==> src/rtl/gpr_bank_select.sv <==
// General-purpose register bank R0..R15 with IR field decode, sign-extended constant
// and lowest-index-wins bus source encoder feeding the 32:1 bus multiplexer.
module gpr_bank_select #(
  parameter int WIDTH = 32,
  parameter int NREGS = 16
) (
  input  logic                   clk,
  input  logic                   reset,
  input  logic [31:0]            ir,
  input  logic                   gra,
  input  logic                   grb,
  input  logic                   grc,
  input  logic                   rin,
  input  logic                   rout,
  input  logic                   baout,
  input  logic [WIDTH-1:0]       bus_in,
  input  logic [7:0]             other_out,
  output logic [NREGS*WIDTH-1:0] r_flat,
  output logic [WIDTH-1:0]       c_sign_ext,
  output logic [4:0]             bus_sel,
  output logic                   multi_drive_err
);

  logic [WIDTH-1:0] regs_q [NREGS];
  logic             err_q;
  logic             err_d;
  logic [3:0]       idx;
  logic [NREGS-1:0] dec;
  logic [30:0]      req;
  logic             unused_ir;

  assign unused_ir = ^ir[31:27];

  // Simultaneous field selects OR together rather than erroring.
  assign idx = ({4{gra}} & ir[26:23]) | ({4{grb}} & ir[22:19]) | ({4{grc}} & ir[18:15]);
  assign dec = (gra | grb | grc) ? (NREGS'(1) << idx) : '0;

  assign req = {7'b0, other_out, dec & {NREGS{rout | baout}}};

  assign c_sign_ext = {{(WIDTH-19){ir[18]}}, ir[18:0]};

  always_comb begin
    bus_sel = 5'd31;
    for (int i = 30; i >= 0; i--) begin
      if (req[i]) bus_sel = 5'(i);
    end
  end

  always_comb begin
    r_flat = '0;
    for (int k = 0; k < NREGS; k++) begin
      r_flat[k*WIDTH +: WIDTH] = regs_q[k];
    end
    if (baout) r_flat[WIDTH-1:0] = '0;
  end

  // Clearing the lowest set bit leaves something only if two or more were set.
  assign err_d = err_q | ((req & (req - 31'd1)) != 31'd0);

  always_ff @(posedge clk) begin
    if (reset) begin
      err_q <= 1'b0;
      for (int k = 0; k < NREGS; k++) regs_q[k] <= '0;
    end else begin
      err_q <= err_d;
      if (rin) begin
        for (int k = 0; k < NREGS; k++) begin
          if (dec[k]) regs_q[k] <= bus_in;
        end
      end
    end
  end

  assign multi_drive_err = err_q;

endmodule

==> config.mk <==
export PLATFORM = sky130hd
export DESIGN_NAME = gpr_bank_select
export DESIGN_NICKNAME = d
export VERILOG_FILES = /design/src/rtl/gpr_bank_select.sv
export SDC_FILE = /design/constraint.sdc
export NUM_CORES = 1
export LEC_CHECK = 0
export CELL_PAD_IN_SITES_DETAIL_PLACEMENT = 1
export CELL_PAD_IN_SITES_GLOBAL_PLACEMENT = 1
export CORE_AREA = 2 2 242 244
export DETAILED_ROUTE_END_ITERATION = 16
export DIE_AREA = 0 0 244 246
export MAX_ROUTING_LAYER = met4
export PLACE_DENSITY_LB_ADDON = 0.2
export REMOVE_ABC_BUFFERS = 1
export SYNTH_ARGS = -nofsm -noshare
export SYNTH_HDL_FRONTEND = slang
export SYNTH_SLANG_ARGS = --single-unit
==> constraint.sdc <==
create_clock -name clk -period 3.5 [get_ports clk]
set_clock_uncertainty 0.1 [all_clocks]
set_input_delay 1.05 -clock clk [delete_from_list [all_inputs] [get_ports clk]]
set_output_delay 1.05 -clock clk [all_outputs]
set_load 0.1 [all_outputs]
# Word-level counts from Yosys, hierarchy flattened
# Memory sizes are Yosys's and may differ from the RTL's.
# Cells that the tools add are included.
# totals
register_bits	1
mem_bits_rw	512
in_bits	80
output_inout_bits	550
n_memories	1
# op_classes
addsub	1
shift	1
muxes	108
n_bitwise	27
reduce_logical	1
# memory_table
name	depth	word_bits	rd	rd_clocked_by_memory_dff	write_ports	line	text
regs_q	16	32	16	0	16	24	logic [WIDTH-1:0] regs_q [NREGS];
# op_table
operator	n
$mux 32	17
$mux 5	23
$mux 1	66
$and 24x31->31	1
$reduce_bool 31->1	1
$sub 24x1->25 const B	1
$or 1x1->1	20
$and 16x16->16	1
$mux 16	1
$shl 1x4->16 const A	1
$and 4x4->4	3
$or 4x4->4	2
$mux 4	1

# Logic depth before layout (Yosys ltp)
# Gate-level depths: netlist of the first run.
# depth
depth_word	24
ltp_mapped	6
ltp_nobuf	5

# Worst setup path before layout of the first run
# Ideal clock, no wire load.
# synth_path
path_kind	in2out
start	in grb
end	out bus_sel[1]
arrival_time_ns	4.004
required_ns	2.350
setup_slack_ns	-1.654
path_stages	4
n_path_buf	1
cell_sequence	o32a_1 buf_8 inv_1 o21ai_0
# synth_via
elab_chain_cells	22
word_cells_on_any_way	24
cone_classes	shift (1); mux (17); bitwise (6)
# synth_lines
element	line	text
start: declaration	11	input logic grb,
$and 4x4->4	35	assign idx = ({4{gra}} & ir[26:23]) | ({4{grb}} & ir[22:19]) | ({4{grc}} & ir[18:15]);
$or 4x4->4 (2 in a row)	35	
$shl 1x4->16	36	assign dec = (gra | grb | grc) ? (NREGS'(1) << idx) : '0;
$mux 16 (*)	36	
$and 16x16->16 (*)	38	assign req = {7'b0, other_out, dec & {NREGS{rout | baout}}};
$mux 5 (15 in a row)	45	if (req[i]) bus_sel = 5'(i);
$mux 5 (*)	45	
end: declaration	20	output logic [4:0] bus_sel,
# Every way passes the cells marked *; elsewhere a longest branch is shown, timed or not.

# Worst setup path after layout of the first run
# layout_path
start	in other_out[0]
end	out bus_sel[3]
# layout_via
elab_chain_cells	17
# layout_lines
element	line	text
start: declaration	17	input logic [7:0] other_out,
$mux 5 (17 in a row)	45	
# Every way passes these cells.

==> results of run 1 <==
## cell type report
type / instances / area, sq um / share of cell area
inverters: 34 / 130 / 0.00484
well taps: 765 / 957 / 0.0356
flip-flops and latches: 513 / 15400 / 0.572
clock inverters: 30 / 269 / 0.0100
repair buffers: 714 / 6490 / 0.241
clock buffers: 71 / 1500 / 0.0558
multi-input cells: 450 / 2150 / 0.0801
diodes: 2 / 5.00 / 0.000186
## power groups by stage
stage / logic, mW / clock network, mW / registers [mW]
floorplan: 0.441 / 0 / 10.7
global placement: 5.10 / 0 / 7.50
detailed placement: 5.11 / 0 / 7.52
CTS: 5.12 / 5.89 / 7.40
global route: 5.20 / 6.09 / 7.43
finish: 5.11 / 5.74 / 7.39
## worst max-delay path, stage by stage
cell and delay, ns:
buf_8 0.10, or4_4 0.53, or4_4 0.46, o22ai_4 0.14
buf_12 0.20
## Yosys cell counts (all sizes together)
cell       n
dfxtp      1
o31a       1
a222oi     4
nand2     10
o311ai     1
and2b      1
nor2     324
o31ai      1
nor2b     35
nor3b      1
a21oi      2
or2        1
nand2b    43
o32ai      2
nor3       3
or4        3
and3       1
and2       1
and3b      3
o21ai      1
a211oi     1
a21o       6
inv       34
o22ai      1
clkbuf    69
buf      258
a2111oi    1
o32a       1
edfxtp   512
mux2i      1
o21bai     1
## final timing paths
kind / start / endpoint / cells past startpoint
hold reg to reg: multi_drive_err$_SDFF_PP0_ / multi_drive_err$_SDFF_PP0_ / 2
setup reg to reg: multi_drive_err$_SDFF_PP0_ / multi_drive_err$_SDFF_PP0_ / 2
setup / recovery: other_out[0] / bus_sel[3] / 5
hold / removal: multi_drive_err$_SDFF_PP0_ / multi_drive_err$_SDFF_PP0_ / 2
## registers in the layout, indices dropped and copies added, names as in the netlist
| register | cells |
|---|---|
| multi_drive_err | 1 |
| regs_q | 512 |
## metal layers
layer  track usage  up-vias
li1              -     5149
met1         0.271     6087
met2         0.375      437
met3        0.0595      105
met4        0.0696        0
met5             -        -
## metrics by stage
step / power (mW) / hold WS [ns] / utilization / area (sq um) / setup slack, ns
floorplan: 11.1 / 1.15 / - / 17600 / -1.72
global placement: 12.6 / 0.493 / 0.436 / 25000 / -0.710
detailed placement: 12.6 / 0.497 / 0.436 / 25000 / -0.712
CTS: 18.4 / 0.511 / 0.467 / 26800 / -0.134
global route: 18.7 / 0.523 / 0.469 / 26900 / -0.162
finish: 18.2 / 0.502 / 0.469 / 26900 / -0.134
## timing repair
item,CTS,global route
endpoints found under the setup margin,5,3
resized for setup,37,18
cloned,0,0
buffers inserted,6,5
pin swaps,6,7
## cells by family after synthesis
family	after synthesis	synth area share
flops	513	0.779
simple gates	426	0.0934
buf+inv	361	0.118
compound gates	23	0.00924
mux	1	0.000506
==> impl.org, run 1 <==
** Outcome
- The flow ran to the end, but the final reports show violations.
- The final reports fail on setup timing.

** Placement
- DP Cell Count :: between 2000 and 2500
- Dpl hpwl :: between 40000 and 50000 microns
- Buffers placed on the I/O ports in this run total between 500 and 600.
- At the end of routability-driven placement, the weighted congestion stood at 0.815.

** STA
- The number of max-slew violations in the final report was 0.
- Tmin final :: 3.63 ns
- Setup violations remaining at the end of the flow were counted as 2.
- Worst-Margin Slew :: slightly above 0.7 ns
- Worst slew margin relative to its limit :: 0.526
- Setup repair after global routing could not meet its margin everywhere.
- Worst Setup Slack, final :: -0.134 ns
- Final Hold Vio Count :: 0
- Peak clock frequency supported by timing :: ~280 MHz
- Final Cycle Share :: 1.04
- In the final timing run, aggregate negative setup slack is -0.155 ns.

** Detailed routing
- Detailed routing placed a total of between 4000 and 5000 microns of wire on met3.
- The first routing iteration left between 600 and 700 violations.
- Wire length per cell :: around 26 microns
- Routed vias/inst :: around 4.6
- For this block, wires on met1 add up to 27200 microns.
- The routed layout has 11800 vias.
- The highest metal layer carrying signal wires in the routed design is met4.
- Initial DRT Pass Iterations :: 5
- Number of nets with antenna violations after detailed routing :: 0
- Wires add up to between 60000 and 70000 microns.
- In the routed design, unresolved DRC markers number 0.
- The routed design uses about 34000 microns of met2 wire.

** Floorplan
- Effective utilization at floorplan :: 0.345
- Die area :: 60000 sq um
- 630 I/O pins were placed.
- The floorplan has 88 rows.
- Measured along the y axis, the die boundary spans approximately 250 microns.
- The core region is 57400 sq um.
- The die is about 240 microns wide.

** Finish
- NumNets Final :: ~1800
- Most common cell after layout, fill and taps aside :: buf_4
- Filler instances :: between 5000 and 6000
- Syn-to-layout area delta :: 36.1%
- Commonest non-fill, non-tap cells in the layout :: buf_4, edfxtp_1, nor2_1, buf_12, clkbuf_16
- Layout cell share with drive strength beyond 1 :: 0.429
- The finished layout holds 2579 standard cells, fillers aside.

** Yosys
- Sequential-to-total area share from yosys stat :: 0.779
- Flip-flop and latch count after synthesis :: 513
- The biggest area contributor in the post-synthesis netlist is edfxtp_1.
- Unique cell type count in the Yosys netlist :: 34
- The share of synthesized area in the top cell type comes to 0.778.
- For this run, the number of Yosys warnings is 0.
- Post-synthesis average cell area :: 14.9 sq um
- Instance count of the mapped netlist :: roughly 1300
- The cell area that synthesis handed to floorplanning was between 15000 and 20000 sq um.
- Main area contributors after synthesis :: edfxtp_1, buf_4, nor2_1

** Flow run
- Across the run, the number of max-cap violations was 0.

** Power and ir drop
- The analysis attributes to cell leakage a power of 10.6 nW.
- The share of total power dissipated in the clock network is 0.315.
- Of the total power, the share spent switching nets is 0.371.
- Internal power comes to around 11 mW.
- Of the total power, registers draw 0.405.
- IR analysis of the VDD net gives a maximum drop of between 0.5 and 0.6 mV.
- Total power divided by cell area :: 678 nW/um^2
- Total net switching power :: roughly 6.8 mW
- Of the total power, combinational logic draws 0.280.

** Critical path
- Setup slack on the worst reg-to-reg path comes out at ~2.3 ns.
- Critical path required time :: roughly 2.4 ns
- For the worst setup path, the data arrival time is 2.48 ns.
- Endpoint type of the worst setup path :: primary output
- Critical path start-end classification :: in2out
- STA classifies the critical path startpoint as a primary input.
- Maximum fanout encountered on the critical timing path :: 2

** CTS
- Hold repair after CTS inserted 0 buffers.
- CTS H-tree lvls :: 2
- The tree is rooted in a clkbuf_16.
- Clock Sink Count :: 513
- Clock-pin slew was measured on the worst setup and hold paths at roughly 0.060 ns.
- At the later pin of the worst-skew pair, clock insertion delay measures 0.59 ns.
- TritonCTS Buffers :: 56
- The clock passes through at most 3 buffers.
- TritonCTS built the clock tree.

** Global route
- Total overflow reported by the global router :: 0
- Antenna violations before repair :: 0
- The first global-routing pass estimated between 90000 and 100000 microns of wire.
- Maximum number of pins on one net before global-route repair :: 37
- Number of global-route vias before repair :: approximately 12000
- In the global route stage, overall resource usage came out at 0.226.

** Min path
- The tightest min-delay check is of the reg2reg type.
No activity file was read; power rests on OpenSTA's default activity.
==> run 2, diff against run 1 <==
Settings changed: PLACE_DENSITY_LB_ADDON 0.2 to 0.12.
==> run 2 against run 1 <==
  * The run still ends with setup timing left
  * Flip-flop and latch count unchanged
  * Power up 1.6%
  * Largest cell class unchanged
  * Routed wire length up 0.37%
  * Global-route usage up 0.073 points
  * Via count down 0.80%
  * Final cell count down 0.39%
  * Critical path type unchanged
  * Sequential power about the same
  * Clock power up 5.1%
  * Largest power group unchanged
  * Sequential share of layout area down 0.11 points
  * Design area up 0.20%
  * Die area unchanged
  * Critical path depth up 1
  * Critical endpoint unchanged
==> impl.org, run 2 (synthesis gave the netlist of run 1 again) <==
** Detailed routing
- The count of nets left with antenna violations after detail routing was 0 (unchanged).
- The average wire per standard cell was 26.4 microns (+0.76%).
- 1st-iter DRT viols :: 652 (+5.3%)
- Detailed-route wire length :: 67900 microns (+0.37%)
- The overall via count from detail_route came to 11700 (-0.80%).
- The remaining design rule violation count was 0 (unchanged).
- The detailed-routing iteration count for the pre-antenna-repair pass came to 5 (unchanged).
- Routed vias/inst :: 4.55 (-0.41%)

** STA
- Peak clock frequency supported by timing :: 271 MHz (-1.5%)
- Tmin final :: 3.69 ns (+0.0572 ns)
- Setup repair after global routing could not meet its margin everywhere.
- Worst slew margin relative to its limit :: 0.514 (-0.0113)
- WHS :: 0.464 ns (-0.0382 ns)
- The final hold violation count came to 0 (unchanged).
- Worst Setup Slack, final :: -0.191 ns (-0.0572 ns)
- The number of max-slew violations in the final report is 0 (unchanged).
- Final number of setup-violating endpoints :: 2 (unchanged)
- The share of the clock period used by the worst path after layout is 1.05 (+0.0163).
- The worst-margin pin slew was 0.729 ns (+0.0169 ns).

** Finish
- The count of nets after finishing came to 1840 (-0.49%).
- Syn-to-layout area delta :: 36.3%
- The number of standard cells in the layout, taps in and fillers out was 2569 (-0.39%).
- Commonest non-fill, non-tap cells in the layout :: buf_4, edfxtp_1, nor2_1, buf_12, clkbuf_16
- Filler instances :: 5763 (+0.14%)
- Layout cell share with drive strength beyond 1 :: 0.427 (-0.00198)
- Reg with most FFs :: regs_q
- The count of antenna diodes in the layout is 0 (-2).
- Number of flip-flops under the largest register name :: 512 (unchanged)
- The finished layout cell area is 27000 sq um (+0.20%).
- Most common cell after layout, fill and taps aside :: buf_4

** Placement
- Dpl hpwl :: 48200 microns (-0.58%)
- Buffers added on ports :: 594 (unchanged)
- The count of placed standard cells including taps is 2461 (-0.20%).
- GPL Wtd Cong :: 0.851 (+4.4%)
- Placed inst area :: 25000 sq um (+0.15%)

** Floorplan
- Cell Rows :: 88 (unchanged)
- The area of the die came to 60000 sq um (unchanged).
- Effective utilization at floorplan :: 0.345 (unchanged)
- The overall die width is 244 microns (unchanged).
- I/O Pins :: 630 (unchanged)
- Die outline height :: 246 microns (unchanged)
- The core area came to 57400 sq um (unchanged).

** Power and ir drop
- Total power divided by cell area :: 688 nW/um^2 (+1.4%)
- The worst voltage drop across the vdd grid came to 0.387 mV (-29%).
- The total power after layout was 18.5 mW (+1.6%).
- The leakage power figure is 10.6 nW (+0.11%).

** Global route
- Number of global-route vias before repair :: 12100 (-2.0%)
- Total overflow reported by the global router :: 0 (unchanged)
- The global-route wire length before repair came to 93000 microns (-0.27%).
- The maximum number of pins on one net before global-route repair came to 53 (+43%).
- Antenna violations before repair :: 2 (+2)
- Total global-route track usage :: 0.227 (+0.000732)

** CTS
- CTS H-tree lvls :: 2 (unchanged)
- The number of sinks on the clock net was 513 (unchanged).
- Clock tree from TritonCTS :: built
- The clock-pin slew on the worst setup and hold paths is 0.07 ns (about the same).
- Hold Buf Count CTS :: 0 (unchanged)
- The number of buffers on the longest clock path is 3 (unchanged).
- The insertion delay to the later sink of the worst-skew pair was 0.59 ns (about the same).
- TritonCTS Buffers :: 55 (-1.8%)
- Root buffer cell :: clkbuf_16

** Critical path
- Critical path start-end classification :: in2out
- The biggest fanout along the worst timing path was 2 (unchanged).
- The data required time at the worst endpoint was 2.35 ns (about the same).
- Endpoint type of the worst setup path :: primary output
- Kind of launch point of the worst setup path :: primary input
- The arrival time at the worst endpoint is 2.54 ns (+0.06 ns).

** Min path
- HP Class :: reg2reg

** Outcome
- The checks that failed: setup timing.
- The flow ran to the end, but the final reports show violations.

** Flow run
- Number of maximum-capacitance violations :: 0 (unchanged)
==> run 2: routing by layer <==
layer / share of wire / global-route usage / wire length (microns)
met4: 0.029 / 0.0658 / 1960
met1: 0.40 / 0.271 / 27100
met5: 0 / - / 0
met3: 0.078 / 0.0717 / 5290
met2: 0.49 / 0.370 / 33600
==> run 2: cell type report <==
cell class,instances,area [sq um],area share
sequential,513,15400,0.571
timing repair buffer,706,6490,0.241
multi-input combinational,450,2140,0.0794
clock buffer,63,1410,0.0522
tap,765,957,0.0355
clock inverter,38,434,0.0161
inverter,34,128,0.00474
==> run 2: stage by stage <==
| step | worst slack [ns] | setup TNS, ns | utilization |
|---|---|---|---|
| 2_1_floorplan | -1.72 | -66.59 | - |
| 3_3_place_gp | -0.650 | -17.66 | 0.436 |
| 3_5_place_dp | -0.659 | -24.32 | 0.436 |
| 4_1_cts | -0.184 | -0.189 | 0.469 |
| 5_1_grt | -0.208 | -0.339 | 0.470 |
| 6_report | -0.191 | -0.300 | 0.470 |
==> run 2: report_power, final <==
part	switching, mW	internal [mW]	leakage (nW)	total (mW)
combinational	4.20	0.909	4.75	5.11
sequential	0.148	7.24	4.93	7.39
clock	2.43	3.60	0.898	6.03
total	6.78	11.8	10.6	18.5
==> run 2: timing repair <==
item,in CTS,in global routing
endpoints found under the setup margin,5,4
buffers inserted,6,2
pin swaps,8,5
resized for setup,39,12
==> run 2: final timing paths <==
| path | start | endpoint | slack [ns] | depth (start not counted) |
|---|---|---|---|---|
| worst max register to register | multi_drive_err$_SDFF_PP0_ | multi_drive_err$_SDFF_PP0_ | 2.33 | 2 |
| worst min-delay path | multi_drive_err$_SDFF_PP0_ | multi_drive_err$_SDFF_PP0_ | 0.46 | 2 |
| worst min register to register | multi_drive_err$_SDFF_PP0_ | multi_drive_err$_SDFF_PP0_ | 0.46 | 2 |
| worst max-delay path | other_out[1] | bus_sel[3] | -0.19 | 6 |
==> run 2: critical path: stages <==
cell	delay [ns]
buf_6	0.09
or4_4	0.53
or4_4	0.44
o22ai_2	0.11
buf_4	0.15
buf_12	0.16
